## config.mk

```make
export PLATFORM = sky130hd
export DESIGN_NAME = odom_frame_tx_flat
export DESIGN_NICKNAME = d
export VERILOG_FILES = /design/src/rtl/odom_frame_tx_if.sv /design/src/rtl/odom_frame_tx.sv /design/src/flat_wrapper.sv
export SDC_FILE = /design/constraint.sdc
export NUM_CORES = 1
export LEC_CHECK = 0
export ABC_AREA = 1
export ABC_CLOCK_PERIOD_IN_PS = 9600
export BUFFER_PORTS_ARGS = -buffer_cell sky130_fd_sc_hd__buf_2
export CORE_UTILIZATION = 55
export CTS_CLUSTER_DIAMETER = 60
export DETAILED_ROUTE_END_ITERATION = 8
export PLACE_DENSITY = 0.81
export SKIP_LAST_GASP = 1
export SLEW_MARGIN = 20
export SYNTH_ARGS = -nofsm -noshare
export SYNTH_HDL_FRONTEND = slang
export SYNTH_SLANG_ARGS = --single-unit
export TNS_END_PERCENT = 5
```

## constraint.sdc

```tcl
create_clock -name clk -period 9.6 [get_ports clk]
set_input_delay 0.48 -clock clk [delete_from_list [all_inputs] [get_ports clk]]
set_output_delay 0.48 -clock clk [all_outputs]
set_load 0.005 [all_outputs]
```

## src/rtl/odom_frame_tx_if.sv

```systemverilog
// Handshake bundle between the odometry frame transmitter and its environment
// (frame requester plus byte serializer).
`timescale 1ns/1ps
interface odom_frame_tx_if;
    logic        frame_start;
    logic [15:0] cnt_left;
    logic [15:0] cnt_right;
    logic        transm_rdy;
    logic [7:0]  data;
    logic        data_rdy;
    logic        busy;
    logic        frame_done;
    logic        overrun;

    modport master (
        output frame_start, cnt_left, cnt_right, transm_rdy,
        input  data, data_rdy, busy, frame_done, overrun
    );

    modport slave (
        input  frame_start, cnt_left, cnt_right, transm_rdy,
        output data, data_rdy, busy, frame_done, overrun
    );
endinterface

```

## src/rtl/odom_frame_tx.sv

```systemverilog
// Odometry frame transmitter: snapshots two encoder counts and sends an 8-byte
// frame (sync, sync, seq, counts, checksum) through a byte-serializer handshake.
`timescale 1ns/1ps
module odom_frame_tx #(
    parameter logic [7:0] SYNC0 = 8'hAA,
    parameter logic [7:0] SYNC1 = 8'h55
) (
    input  logic           clk,
    input  logic           rst_n,
    odom_frame_tx_if.slave bus
);

    typedef enum logic [2:0] {
        IDLE,
        ISSUE,
        WAIT_ACK,
        WAIT_DONE,
        NEXT
    } state_t;

    state_t      r_state;
    state_t      w_stateNext;
    logic [2:0]  r_idx;
    logic [2:0]  w_idxNext;
    logic [7:0]  r_seq;
    logic [7:0]  w_seqNext;
    logic [7:0]  r_frameSeq;
    logic [7:0]  w_frameSeqNext;
    logic [15:0] r_left;
    logic [15:0] w_leftNext;
    logic [15:0] r_right;
    logic [15:0] w_rightNext;
    logic [7:0]  r_data;
    logic [7:0]  w_dataNext;
    logic        r_dataRdy;
    logic        w_dataRdyNext;
    logic        r_busy;
    logic        w_busyNext;
    logic        r_frameDone;
    logic        w_frameDoneNext;
    logic        r_overrun;
    logic        w_overrunNext;
    logic [7:0]  w_chk;
    logic [7:0]  w_byte;

    // Checksum comes straight from the captured registers, so it is ready long before byte 7 is issued.
    assign w_chk = r_frameSeq + r_left[15:8] + r_left[7:0] + r_right[15:8] + r_right[7:0];

    always_comb begin
        w_byte = SYNC0;
        case (r_idx)
            3'd0: w_byte = SYNC0;
            3'd1: w_byte = SYNC1;
            3'd2: w_byte = r_frameSeq;
            3'd3: w_byte = r_left[15:8];
            3'd4: w_byte = r_left[7:0];
            3'd5: w_byte = r_right[15:8];
            3'd6: w_byte = r_right[7:0];
            3'd7: w_byte = w_chk;
            default: w_byte = SYNC0;
        endcase
    end

    // Outputs are registered; frame_done is raised on entry to NEXT so busy is still high alongside it.
    always_comb begin
        w_stateNext     = r_state;
        w_idxNext       = r_idx;
        w_seqNext       = r_seq;
        w_frameSeqNext  = r_frameSeq;
        w_leftNext      = r_left;
        w_rightNext     = r_right;
        w_dataNext      = r_data;
        w_dataRdyNext   = 1'b0;
        w_busyNext      = r_busy;
        w_frameDoneNext = 1'b0;
        w_overrunNext   = r_overrun | (bus.frame_start & (r_state != IDLE));

        case (r_state)
            IDLE: begin
                if (bus.frame_start) begin
                    w_leftNext     = bus.cnt_left;
                    w_rightNext    = bus.cnt_right;
                    w_frameSeqNext = r_seq;
                    w_idxNext      = 3'd0;
                    w_busyNext     = 1'b1;
                    w_stateNext    = ISSUE;
                end
            end
            ISSUE: begin
                if (bus.transm_rdy) begin
                    w_dataNext    = w_byte;
                    w_dataRdyNext = 1'b1;
                    w_stateNext   = WAIT_ACK;
                end
            end
            WAIT_ACK: begin
                if (!bus.transm_rdy) begin
                    w_stateNext = WAIT_DONE;
                end
            end
            WAIT_DONE: begin
                if (bus.transm_rdy) begin
                    w_frameDoneNext = (r_idx == 3'd7);
                    w_stateNext     = NEXT;
                end
            end
            NEXT: begin
                if (r_idx == 3'd7) begin
                    w_busyNext  = 1'b0;
                    w_seqNext   = r_seq + 8'd1;
                    w_stateNext = IDLE;
                end else begin
                    w_idxNext   = r_idx + 3'd1;
                    w_stateNext = ISSUE;
                end
            end
            default: w_stateNext = IDLE;
        endcase
    end

    always_ff @(posedge clk or negedge rst_n) begin
        if (!rst_n) begin
            r_state     <= IDLE;
            r_idx       <= 3'd0;
            r_seq       <= 8'h00;
            r_frameSeq  <= 8'h00;
            r_left      <= 16'h0000;
            r_right     <= 16'h0000;
            r_data      <= 8'h00;
            r_dataRdy   <= 1'b0;
            r_busy      <= 1'b0;
            r_frameDone <= 1'b0;
            r_overrun   <= 1'b0;
        end else begin
            r_state     <= w_stateNext;
            r_idx       <= w_idxNext;
            r_seq       <= w_seqNext;
            r_frameSeq  <= w_frameSeqNext;
            r_left      <= w_leftNext;
            r_right     <= w_rightNext;
            r_data      <= w_dataNext;
            r_dataRdy   <= w_dataRdyNext;
            r_busy      <= w_busyNext;
            r_frameDone <= w_frameDoneNext;
            r_overrun   <= w_overrunNext;
        end
    end

    assign bus.data       = r_data;
    assign bus.data_rdy   = r_dataRdy;
    assign bus.busy       = r_busy;
    assign bus.frame_done = r_frameDone;
    assign bus.overrun    = r_overrun;

endmodule

```

## src/flat_wrapper.sv

```systemverilog
// flat-port wrapper written by rule: the top's interface ports become plain ports
module odom_frame_tx_flat 
#(
    parameter logic [7:0] SYNC0 = 8'hAA,
    parameter logic [7:0] SYNC1 = 8'h55
)
  (clk, rst_n, bus_frame_start, bus_cnt_left, bus_cnt_right, bus_transm_rdy, bus_data, bus_data_rdy, bus_busy, bus_frame_done, bus_overrun);
  odom_frame_tx_if bus_i ();
  input  logic clk;
  input  logic rst_n;
  input wire logic [$bits(bus_i.frame_start)-1:0] bus_frame_start;
  input wire logic [$bits(bus_i.cnt_left)-1:0] bus_cnt_left;
  input wire logic [$bits(bus_i.cnt_right)-1:0] bus_cnt_right;
  input wire logic [$bits(bus_i.transm_rdy)-1:0] bus_transm_rdy;
  output wire logic [$bits(bus_i.data)-1:0] bus_data;
  output wire logic [$bits(bus_i.data_rdy)-1:0] bus_data_rdy;
  output wire logic [$bits(bus_i.busy)-1:0] bus_busy;
  output wire logic [$bits(bus_i.frame_done)-1:0] bus_frame_done;
  output wire logic [$bits(bus_i.overrun)-1:0] bus_overrun;
  assign bus_i.frame_start = bus_frame_start;
  assign bus_i.cnt_left = bus_cnt_left;
  assign bus_i.cnt_right = bus_cnt_right;
  assign bus_i.transm_rdy = bus_transm_rdy;
  assign bus_data = bus_i.data;
  assign bus_data_rdy = bus_i.data_rdy;
  assign bus_busy = bus_i.busy;
  assign bus_frame_done = bus_i.frame_done;
  assign bus_overrun = bus_i.overrun;
  odom_frame_tx #(.SYNC0(SYNC0), .SYNC1(SYNC1)) u_core (.clk(clk), .rst_n(rst_n), .bus(bus_i));
endmodule
```

==> impl_metrics.env <==
export IMPL_outcome="complete, no violations"
export IMPL_syn_inst=434
export IMPL_cts_num_sinks=66
export IMPL_root_buffer="clkbuf_8"
export IMPL_via_per_inst=5.17
export IMPL_arrival_ps=3580
export IMPL_grt_max_degree=76
export IMPL_start_util=0.571
export IMPL_ys_seq_area_frac=0.423
export IMPL_crit_path_max_fanout=3
export IMPL_rsz0062_at_grt="false"
export IMPL_clkTransAtPathRegs_ps=70
export IMPL_max_freq_mhz=297
export IMPL_drtPass1Iterations=4
export IMPL_drc=0
export IMPL_routed_wl_um=8060
export IMPL_hold_class="in2async"
export IMPL_diodes=0
export IMPL_finalSetupViolations=0
export IMPL_hold_ws_ps=317
export IMPL_ys_seq_elements=66
export IMPL_drive_gt1_frac=0.167
export IMPL_clock_path_buffers=2
export IMPL_final_cell_area_sq_mm=0.00440
export IMPL_fp_dieArea_sq_mm=0.00744
export IMPL_hpwlAfterDp_um=6060
export IMPL_layout_commonest_cell="inv_1"
export IMPL_min_period_over_period=0.350
export IMPL_synth_top_area_share=0.423
export IMPL_core_area_sq_mm=0.00683
export IMPL_port_buffers=47
export IMPL_fin_nets=557
export IMPL_first_iter_violations=215
export IMPL_maxCapViolCount=0
export IMPL_hold_buffers=0
export IMPL_drtAntennaViolNets=0
export IMPL_r2r_end="u_core.bus.data[2]$_DFFE_PN0P_"
export IMPL_synth_cell_type_count=37
export IMPL_timing_rr_start="u_core.r_left[1]$_DFFE_PN0P_"
export IMPL_ctsResizeCount=0
export IMPL_worstSetupPathType="reg2reg"
export IMPL_clk_latency_ps=350
export IMPL_post_cts_buffers=0
export IMPL_gp_congestion=0.931
export IMPL_reg2reg_depth=11
export IMPL_ys_async_sr_fraction=1.00
export IMPL_worstSetupStartpoint="u_core.r_left[1]$_DFFE_PN0P_"
export IMPL_numCtsBuffers=9
export IMPL_endpoint_kind="flop"
export IMPL_synth_top_area_cell="dfrtp_1"
export IMPL_fin_crit_ps=3360
export IMPL_grt_usage=0.250
export IMPL_synth_edf_count=0
export IMPL_placed_cell_area_sq_mm=0.00421
export IMPL_area_growth_pct=12.6
export IMPL_synth_area_leaders="dfrtp_1, fa_1, inv_1"
export IMPL_cts_tree="done"
export IMPL_num_vias=3037
export IMPL_required_ps=9810
export IMPL_grt_pass1_wl_um=14000
export IMPL_rrSetupSlack_ps=6240
export IMPL_grt_antenna_before_repair=0
export IMPL_htree_levels=3
export IMPL_fill_cells=584
export IMPL_finClkSkew_ps=9.04
export IMPL_wire_per_inst_um=13.7
export IMPL_layout_common_cells="inv_1, dfrtp_1, nand2_1"
export IMPL_die_height_um=86.2
export IMPL_fp_row_count=30
export IMPL_syn_num_nets=505
export IMPL_synth_warnings=0
export IMPL_grt_pass1_vias=3056
export IMPL_overflow=0
export IMPL_netlist_area_sq_mm=0.00390
export IMPL_ios=48
export IMPL_crit_end="u_core.bus.data[2]$_DFFE_PN0P_"
export IMPL_ys_flop_type="dfrtp_1"
export IMPL_relSlewSlack=0.453
export IMPL_worstMarginPinSlew_ps=820
export IMPL_postSynthAreaPerCell_sq_um=8.99
export IMPL_setup_tns_final_ps=0
export IMPL_hold_viol_final=0
export IMPL_die_width_um=86.2
export IMPL_cp_start_kind="flop"
export IMPL_slew_violations=0
final cells by class:
type	count	area, sq um	share of cell area
inverters	96	360	0.0820
clock buffers	13	169	0.0384
multi-input cells	264	1820	0.415
clock inverters	3	22.5	0.00512
flip-flops and latches	66	1650	0.376
well taps	96	120	0.0273
repair buffers	49	250	0.0569
worst min-delay path by stage:
stage	startpoint	endpoint	slack, ps
global placement	u_core.bus.overrun$_DFF_PN0_	u_core.bus.overrun$_DFF_PN0_	460
global route	bus_cnt_right[8]	u_core.r_right[8]$_DFFE_PN0P_	350
finish	rst_n	u_core.r_frameSeq[0]$_DFFE_PN0P_	320
detailed placement	u_core.bus.overrun$_DFF_PN0_	u_core.bus.overrun$_DFF_PN0_	460
CTS	bus_cnt_right[8]	u_core.r_right[8]$_DFFE_PN0P_	340
floorplan	rst_n	u_core.bus.busy$_DFFE_PN0P_	180
cell usage after synthesis (3+ instances only):
cell	n
inv_1	96
o22ai_1	10
nand3_1	15
nand2_1	57
xor2_1	8
o21ai_1	4
fa_1	20
buf_2	3
buf_6	5
mux2_2	6
a21oi_1	40
nor4_1	4
dfrtp_1	66
ha_1	15
o21ai_0	18
nor2_1	41
sequential cells by signal, indices dropped and copies added (netlist names):
register / cells
u_core.bus.busy: 1
u_core.bus.data: 8
u_core.bus.data_rdy: 1
u_core.bus.frame_done: 1
u_core.bus.overrun: 1
u_core.r_frameSeq: 8
u_core.r_idx: 3
u_core.r_left: 16
u_core.r_right: 16
u_core.r_seq: 8
u_core.r_state: 3
worst max-delay path: stages, from the launching register on:
cell and delay [ps]:
dfrtp_1 360, inv_1 110, fa_1 450, fa_1 550, fa_1 420, inv_1 70, ha_1 180, inv_1 60
fa_1 490, o22ai_1 90, o41ai_1 370, nand2_1 80
per-layer routing:
metal / track usage / part of all wire / vias up
met3: 0.0352 / 0.050 / 18
met4: 0.139 / 0.026 / 0
met1: 0.331 / 0.44 / 1460
met2: 0.400 / 0.48 / 83
li1: - / - / 1476
met5: 0 / 0 / -
logic make-up after synthesis:
kind of cell    Yosys count  synth area share
buf+inv                 104             0.111
compound gates           81             0.115
xor+xnor                  9            0.0202
flops                    66             0.423
fa+ha+maj                35             0.151
simple gates            132             0.161
mux                       7            0.0202
through the flow:
step | setup slack [ps] | cells | util
global placement | 6390 | 571 | 0.616
floorplan | 6460 | 434 | -
detailed placement | 6250 | 571 | 0.616
global route | 6070 | 587 | 0.644
finish | 6240 | 587 | 0.644
CTS | 6250 | 587 | 0.644
Power is left out: the tool's default activity adds up to more than one toggle a clock period on the data nets, which glitch-free logic cannot reach.
